## config.mk

```make
export PLATFORM = sky130hd
export DESIGN_NAME = lcd_st_timing_adapter_rl
export DESIGN_NICKNAME = d
export VERILOG_FILES = /design/src/rtl/lcd_st_timing_adapter_rl.sv
export SDC_FILE = /design/constraint.sdc
export NUM_CORES = 1
export LEC_CHECK = 0
export ABC_AREA = 1
export CAP_MARGIN = 20
export CORE_MARGIN = 1.5
export CORE_UTILIZATION = 45
export CTS_CLUSTER_SIZE = 28
export DETAILED_ROUTE_END_ITERATION = 10
export HOLD_SLACK_MARGIN = 0.15
export PLACE_DENSITY = 0.74
export SYNTH_ARGS = -nofsm -noshare
export SYNTH_HDL_FRONTEND = slang
export SYNTH_SLANG_ARGS = --single-unit
```

## constraint.sdc

```tcl
create_clock -name clk -period 2.7 [get_ports clk]
set_clock_uncertainty 0.1 [all_clocks]
set_input_delay 0.54 -clock clk [delete_from_list [all_inputs] [get_ports clk]]
set_output_delay 0.54 -clock clk [all_outputs]
set_load 0.1 [all_outputs]
```

## src/rtl/lcd_st_timing_adapter_rl.sv

```systemverilog
// lcd_st_timing_adapter_rl
// ------------------------------------------------------------------------
// Avalon-ST ready-latency adapter for the display datapath. It connects an
// upstream with input ready latency IN_RL to a downstream with output ready
// latency OUT_RL. Each beat is stored as {data, sop, eop} in a circular
// show-ahead buffer of DEPTH entries. in_ready is a credit: it is granted
// only while the buffer still has room for every beat that can be in flight.
//
// Parameters: DATA_W (beat width), IN_RL (0..4), OUT_RL (0..4),
//             DEPTH (buffer entries, must be >= IN_RL+1; use >= IN_RL+2 for
//             full throughput).
//
// Ports:
//   clk, reset_n                 clock, async active-low reset
//   in_ready                     registered grant to the upstream
//   in_valid/in_data/in_startofpacket/in_endofpacket    upstream beat
//   out_ready                    downstream ready
//   out_valid/out_data/out_startofpacket/out_endofpacket downstream beat
//   fill_level                   registered buffer occupancy
//   protocol_err                 sticky protocol error (optional)
//
// Optional feature: define LCD_ST_TA_PROTOCOL_CHECK_EN to add protocol_err.
// With the check enabled, illegal upstream beats are dropped and flagged.
// Without it, illegal upstream beats are undefined behaviour.
// ------------------------------------------------------------------------
module lcd_st_timing_adapter_rl #(
    parameter int DATA_W = 8,
    parameter int IN_RL  = 1,
    parameter int OUT_RL = 0,
    parameter int DEPTH  = 4,
    localparam int FW    = $clog2(DEPTH + 1)
) (
    input  logic              clk,
    input  logic              reset_n,
    output logic              in_ready,
    input  logic              in_valid,
    input  logic [DATA_W-1:0] in_data,
    input  logic              in_startofpacket,
    input  logic              in_endofpacket,
    input  logic              out_ready,
    output logic              out_valid,
    output logic [DATA_W-1:0] out_data,
    output logic              out_startofpacket,
    output logic              out_endofpacket,
    output logic [FW-1:0]     fill_level
`ifdef LCD_ST_TA_PROTOCOL_CHECK_EN
    ,
    output logic              protocol_err
`endif
);

    localparam int W  = DATA_W + 2;
    localparam int PW = (DEPTH > 1) ? $clog2(DEPTH) : 1;
    localparam logic [PW-1:0] LAST = PW'(DEPTH - 1);

    if (DEPTH < IN_RL + 1) begin : g_bad_depth
        $error("lcd_st_timing_adapter_rl: DEPTH must be at least IN_RL+1");
    end

    logic [W-1:0]    mem [DEPTH];
    logic [PW-1:0]   wr_ptr, rd_ptr;
    logic [FW-1:0]   fill, fill_next;
    logic            empty, wr_en, pop, out_slot;
    logic [W-1:0]    head;

    function automatic logic [PW-1:0] ptr_inc(input logic [PW-1:0] p);
        return (p == LAST) ? '0 : p + 1'b1;
    endfunction

    assign empty = (fill == '0);

    // ---------------- output-side ready history ----------------
    // out_slot says whether a beat may be shown this cycle: with OUT_RL=0
    // it is always allowed (handshake), otherwise it follows out_ready
    // from OUT_RL cycles ago.
    if (OUT_RL == 0) begin : g_out_rl0
        assign out_slot = 1'b1;
    end else begin : g_out_rl
        logic [OUT_RL-1:0] hist;
        always_ff @(posedge clk or negedge reset_n) begin
            if (!reset_n) hist <= '0;
            else          hist <= OUT_RL'({hist, out_ready});
        end
        assign out_slot = hist[OUT_RL-1];
    end

    assign out_valid = out_slot && !empty;
    // With OUT_RL>0 the downstream is obliged to take every valid beat.
    assign pop       = out_valid && ((OUT_RL > 0) || out_ready);

    // ---------------- write acceptance ----------------
`ifdef LCD_ST_TA_PROTOCOL_CHECK_EN
    logic full, in_ok, bad_in, bad_out;
    assign full = (fill == FW'(DEPTH));

    // in_ok: the upstream held a grant for this cycle.
    if (IN_RL == 0) begin : g_in_rl0
        assign in_ok = in_ready;
    end else begin : g_in_rl
        logic [IN_RL-1:0] hist;
        always_ff @(posedge clk or negedge reset_n) begin
            if (!reset_n) hist <= '0;
            else          hist <= IN_RL'({hist, in_ready});
        end
        assign in_ok = hist[IN_RL-1];
    end

    // With IN_RL=0 a beat only counts as presented while in_ready is high;
    // holding in_valid under backpressure is normal handshaking.
    assign bad_in  = in_valid && ((IN_RL == 0) ? (in_ready && full)
                                               : (!in_ok || full));
    assign bad_out = out_valid && !out_slot;
    assign wr_en   = in_valid && in_ok && !full;

    always_ff @(posedge clk or negedge reset_n) begin
        if (!reset_n)                protocol_err <= 1'b0;
        else if (bad_in || bad_out)  protocol_err <= 1'b1;
    end
`else
    // With IN_RL>0 the upstream only drives beats it was granted.
    assign wr_en = in_valid && ((IN_RL > 0) || in_ready);
`endif

    assign fill_next = fill + FW'(wr_en) - FW'(pop);

    // ---------------- pointers, fill, credit ----------------
    always_ff @(posedge clk or negedge reset_n) begin
        if (!reset_n) begin
            wr_ptr   <= '0;
            rd_ptr   <= '0;
            fill     <= '0;
            in_ready <= 1'b0;
        end else begin
            if (wr_en) wr_ptr <= ptr_inc(wr_ptr);
            if (pop)   rd_ptr <= ptr_inc(rd_ptr);
            fill     <= fill_next;
            // Leave room for the IN_RL beats that may already be granted.
            in_ready <= (fill_next <= FW'(DEPTH - 1 - IN_RL));
        end
    end

    // Storage is not reset: contents are only read while marked valid.
    always_ff @(posedge clk) begin
        if (wr_en) mem[wr_ptr] <= {in_data, in_startofpacket, in_endofpacket};
    end

    // Show-ahead head; no fall-through, so a write is visible next cycle.
    assign head              = mem[rd_ptr];
    assign out_data          = head[W-1:2];
    assign out_startofpacket = head[1];
    assign out_endofpacket   = head[0];
    assign fill_level        = fill;

endmodule

```

# After elaboration in Yosys (flattened, before gate mapping)
# Memories as Yosys holds them, arrays and structs flattened.
# Cells that the tools add are included.
[word_totals]
regBits = 8
mem_bits_rw = 40
inputBits = 14
elab_cells = 19
n_memories = 1
[op_classes]
n_addsub = 4
magnitude_cmp = 1
eq_ne = 2
mux = 4
n_reduce_logical = 3
[mem_list]
columns = ["memory", "words", "word_bits", "read_ports", "rd_clocked_by_memory_dff", "wr", "line_no", "source"]
rows = [
  ["mem", 4, 10, 1, 0, 1, "60", "logic [W-1:0] mem [DEPTH];"],
]
[op_table]
columns = ["operator", "n"]
rows = [
  ["2-bit by 1-bit adder with 2-bit output (second input constant)", 2],
  ["2-bit == test (second input constant)", 2],
  ["2-bit two-way mux", 2],
  ["3-bit by 1-bit adder with 3-bit output", 1],
  ["3-bit by 2-bit <= comparator with 1-bit output (second input constant)", 1],
  ["3-bit logical NOT", 1],
  ["3-bit by 1-bit subtractor with 3-bit output", 1],
  ["1-bit two-way mux", 2],
  ["1-bit logical AND", 1],
  ["1-bit logical NOT", 1],
]

# Depth between registers and ports, before layout
[logic_depth]
ltp_word = 5
depth_mapped = 13

# Worst setup path before layout
# OpenSTA, ideal clock, no wires.
[synth_timing]
path_kind = "register to register"
startpoint = "reg fill[1] (netlist: fill_level[1])"
endpoint = "reg in_ready"
setup_time_ps = 117
t_arrival_ps = 3219
required_time_ps = 2483
slack_ps = -736
path_stages_with_launch = 12
period_less_slack_ps = 3436
cell_sequence = "dfrtp_1 inv_1 nand3_1 nand2_1 inv_1 ha_1 inv_1 ha_1 inv_1 fa_1 nor2_1 nor2_1"
[synth_via]
elab_chain_cells = 5
[synth_rtl]
columns = ["item", "line_no", "source"]
rows = [
  ["start, declared", "62", "logic [FW-1:0] fill, fill_next;"],
  ["start signal, assigned", "136", "fill <= fill_next;"],
  ["3-bit logical NOT", "70", "assign empty = (fill == '0);"],
  ["1-bit logical NOT", "87", "assign out_valid = out_slot && !empty;"],
  ["via out_valid", "41", "output logic out_valid,"],
  ["1-bit logical AND", "89", "assign pop = out_valid && ((OUT_RL > 0) || out_ready);"],
  ["via pop", "63", "logic empty, wr_en, pop, out_slot;"],
  ["3-bit by 1-bit subtractor with 3-bit output", "124", "assign fill_next = fill + FW'(wr_en) - FW'(pop);"],
  ["3-bit by 2-bit <= comparator with 1-bit output", "138", "in_ready <= (fill_next <= FW'(DEPTH - 1 - IN_RL));"],
  ["end signal, assigned", "138", ""],
  ["end, declared", "35", "output logic in_ready,"],
]
# The timed path passes the listed nets, and every way through them passes these cells.
# A chain may end at the register's enable or synchronous reset.

# Worst setup path in the final report
[layout_timing]
startpoint = "reg rd_ptr[1]"
endpoint = "out out_data[2]"
[layout_via]
elab_chain_cells = 1
[layout_rtl]
columns = ["item", "line_no", "source"]
rows = [
  ["start, declared", "61", "logic [PW-1:0] wr_ptr, rd_ptr;"],
  ["start signal, assigned", "135", "if (pop) rd_ptr <= ptr_inc(rd_ptr);"],
  ["memory read 4 x 10 bit", "n/a", ""],
  ["end, declared", "42", "output logic [DATA_W-1:0] out_data,"],
]
# No other way between the ends.

==> out/results.ini <==
[clock_tree]
clk_pin_slew_worst_paths_ps=80
htree_levels=2
cts_resized=0
cts_setup_buffers=0
clock_latency_ps=300
cts_root_buf=clkbuf_8
hold_buffers=0
numCtsBuffers=5
cts_tree=done
cts_sinks=48
cts_max_path_buffers=2

[placed_design]
io_buffer_count=28
globalplace.congestion=0.708
dpl.hpwl_microns=2000

[final_layout]
layout-drive-gt1-share_pct=14.7
diodes=0
nets=225
area_delta_synth_final_pct=25.0

[global_route]
overflow=0
grt_usage_pct=12.9
grt_pass1_wl_microns=4740
grt_pass1_vias=1101
grt_max_degree=41
antenna_found_initial=0

[sta]
fmax_mhz=424
rsz0062_at_grt=no
period_share_pct=87.4
hold_ws_ps=404
worst_pin_slew_ps=736
min_period_ps=2360
hold_viol_final=0
tns_ps=0
max-slew-margin-rel_pct=50.9
slew_violations=0
setup_viol_count_final=0

[drt]
drtAntennaViolNets=0
drt-pass1-iter-count=4
vias=1222
drt-total-wl_microns=2950
viasPerCell=4.77
drt_iter0_markers=40
wl_per_cell_microns=11.5
drc=0

[die]
dieHeight_microns=70.7
ioPinCount=29
die_area_sq_um=4990
core_sq_um=4380
initial_utilization_pct=47.0
die_x_microns=70.7
placementRows=24

[critical_path]
start_kind=register
cp.required_ps=2060
crit_fanout=22
path_class=reg2out
cp-end-kind=primary output
arrival_ps=1720

[synthesis]
postSynth.asyncResetShare_pct=16.7
yosysSeqAreaShare_pct=68.0
yosys.area_share.simple_pct=8.26
syn-num-nets=196
synth_warnings=0
synthAdderAreaFrac_pct=5.22
ys_ff_latch=48
muxShareOfSynthArea_pct=0
synth_top_family_by_area=compound AO/OA/AOI/OAI gates
synth_area_per_cell_sq_um=11.8
syn_area_sq_um=2060
synth_edf_count=40
synth-compound-area-share_pct=9.41
synth-xor-area-share_pct=0
ys_dominant_reg_cell=edfxtp_1
syn_inst=174
yosys.cell_types.count=18

[flow_run]
drv_cap=0

[hold_path]
holdCritPathClass=in2async

[status]
status=finished clean

[cell usage after synthesis (2+ instances only)]
cell | n | share of area (%)
nor2_1 | 4 | 0.73
o21ai_1 | 8 | 1.9
o21ai_0 | 4 | 0.97
buf_6 | 3 | 1.6
a21oi_1 | 9 | 2.2
buf_2 | 2 | 0.49
inv_1 | 35 | 6.4
ha_1 | 7 | 4.2
nand3_1 | 4 | 0.97
o211ai_1 | 9 | 3.3
dfrtp_1 | 8 | 9.7
nand2_1 | 36 | 6.6
edfxtp_1 | 40 | 58
[layer usage]
| layer | track usage [%] | part of all wire [%] |
|---|---|---|
| met1 | 14.0 | 42 |
| met3 | 4.27 | 3.8 |
| met4 | 6.92 | 2.3 |
| met5 | 0 | 0 |
| met2 | 22.5 | 52 |
[registers in the layout, indices dropped and copies added, names as in the netlist]
name / flops
wr_ptr: 2
fill_level: 3
mem: 40
in_ready: 1
rd_ptr: 2
[per-stage QoR]
stage	util [%]	worst slack [ps]	cell area, sq um	std cells
2_1_floorplan	-	71.2	2080	174
3_3_place_gp	56.1	227	2460	248
3_5_place_dp	56.1	189	2460	248
4_1_cts	58.8	329	2580	256
5_1_grt	58.8	235	2580	256
6_report	58.8	339	2580	256
[layout by cell type (no fill, tap or decap), drive strengths merged]
| cell | count |
|---|---|
| clkinvlp | 1 |
| nor2 | 4 |
| clkdlybuf4s50 | 13 |
| o211ai | 10 |
| nand2 | 36 |
| inv | 36 |
| buf | 16 |
| dfrtp | 8 |
| fa | 1 |
| a21oi | 10 |
| ha | 7 |
| o21ai | 12 |
| nand3 | 4 |
| bufinv | 1 |
| edfxtp | 40 |
| clkbuf | 5 |
[final timing paths]
| kind | cells after the start | to | start | slack [ps] |
|---|---|---|---|---|
| max reg2reg | 11 | in_ready | fill_level[1] | 580 |
| max in group asynchronous | 1 | fill_level[1] | reset_n | 1820 |
| max | 3 | out_data[2] | rd_ptr[1] | 340 |
| min in group clk | 2 | rd_ptr[0] | rd_ptr[0] | 460 |
| min | 1 | in_ready | reset_n | 400 |
| min reg2reg | 2 | rd_ptr[0] | rd_ptr[0] | 460 |
[logic make-up after synthesis]
kind of cell / after synthesis
adder cells (fa/ha/maj): 8
buffers and inverters: 42
AO/OA/AOI/OAI: 32
AND/OR/NAND/NOR: 44
flip-flops: 48
[cell type report]
class | instances | area [sq um]
clock inverters | 3 | 46.3
inverters | 35 | 131
fillers | 339 | 1810
multi-input cells | 84 | 484
repair buffers | 29 | 375
flip-flops and latches | 48 | 1410
well taps | 52 | 65.1
clock buffers | 5 | 68.8
[critical path, stage by stage (launching register included)]
cell	delay [ps]
dfrtp_1	820
o211ai_1	230
nand2_1	170
buf_12	180
Power is left out: the tool's default activity adds up to more than one toggle a clock period on the data nets, which glitch-free logic cannot reach.
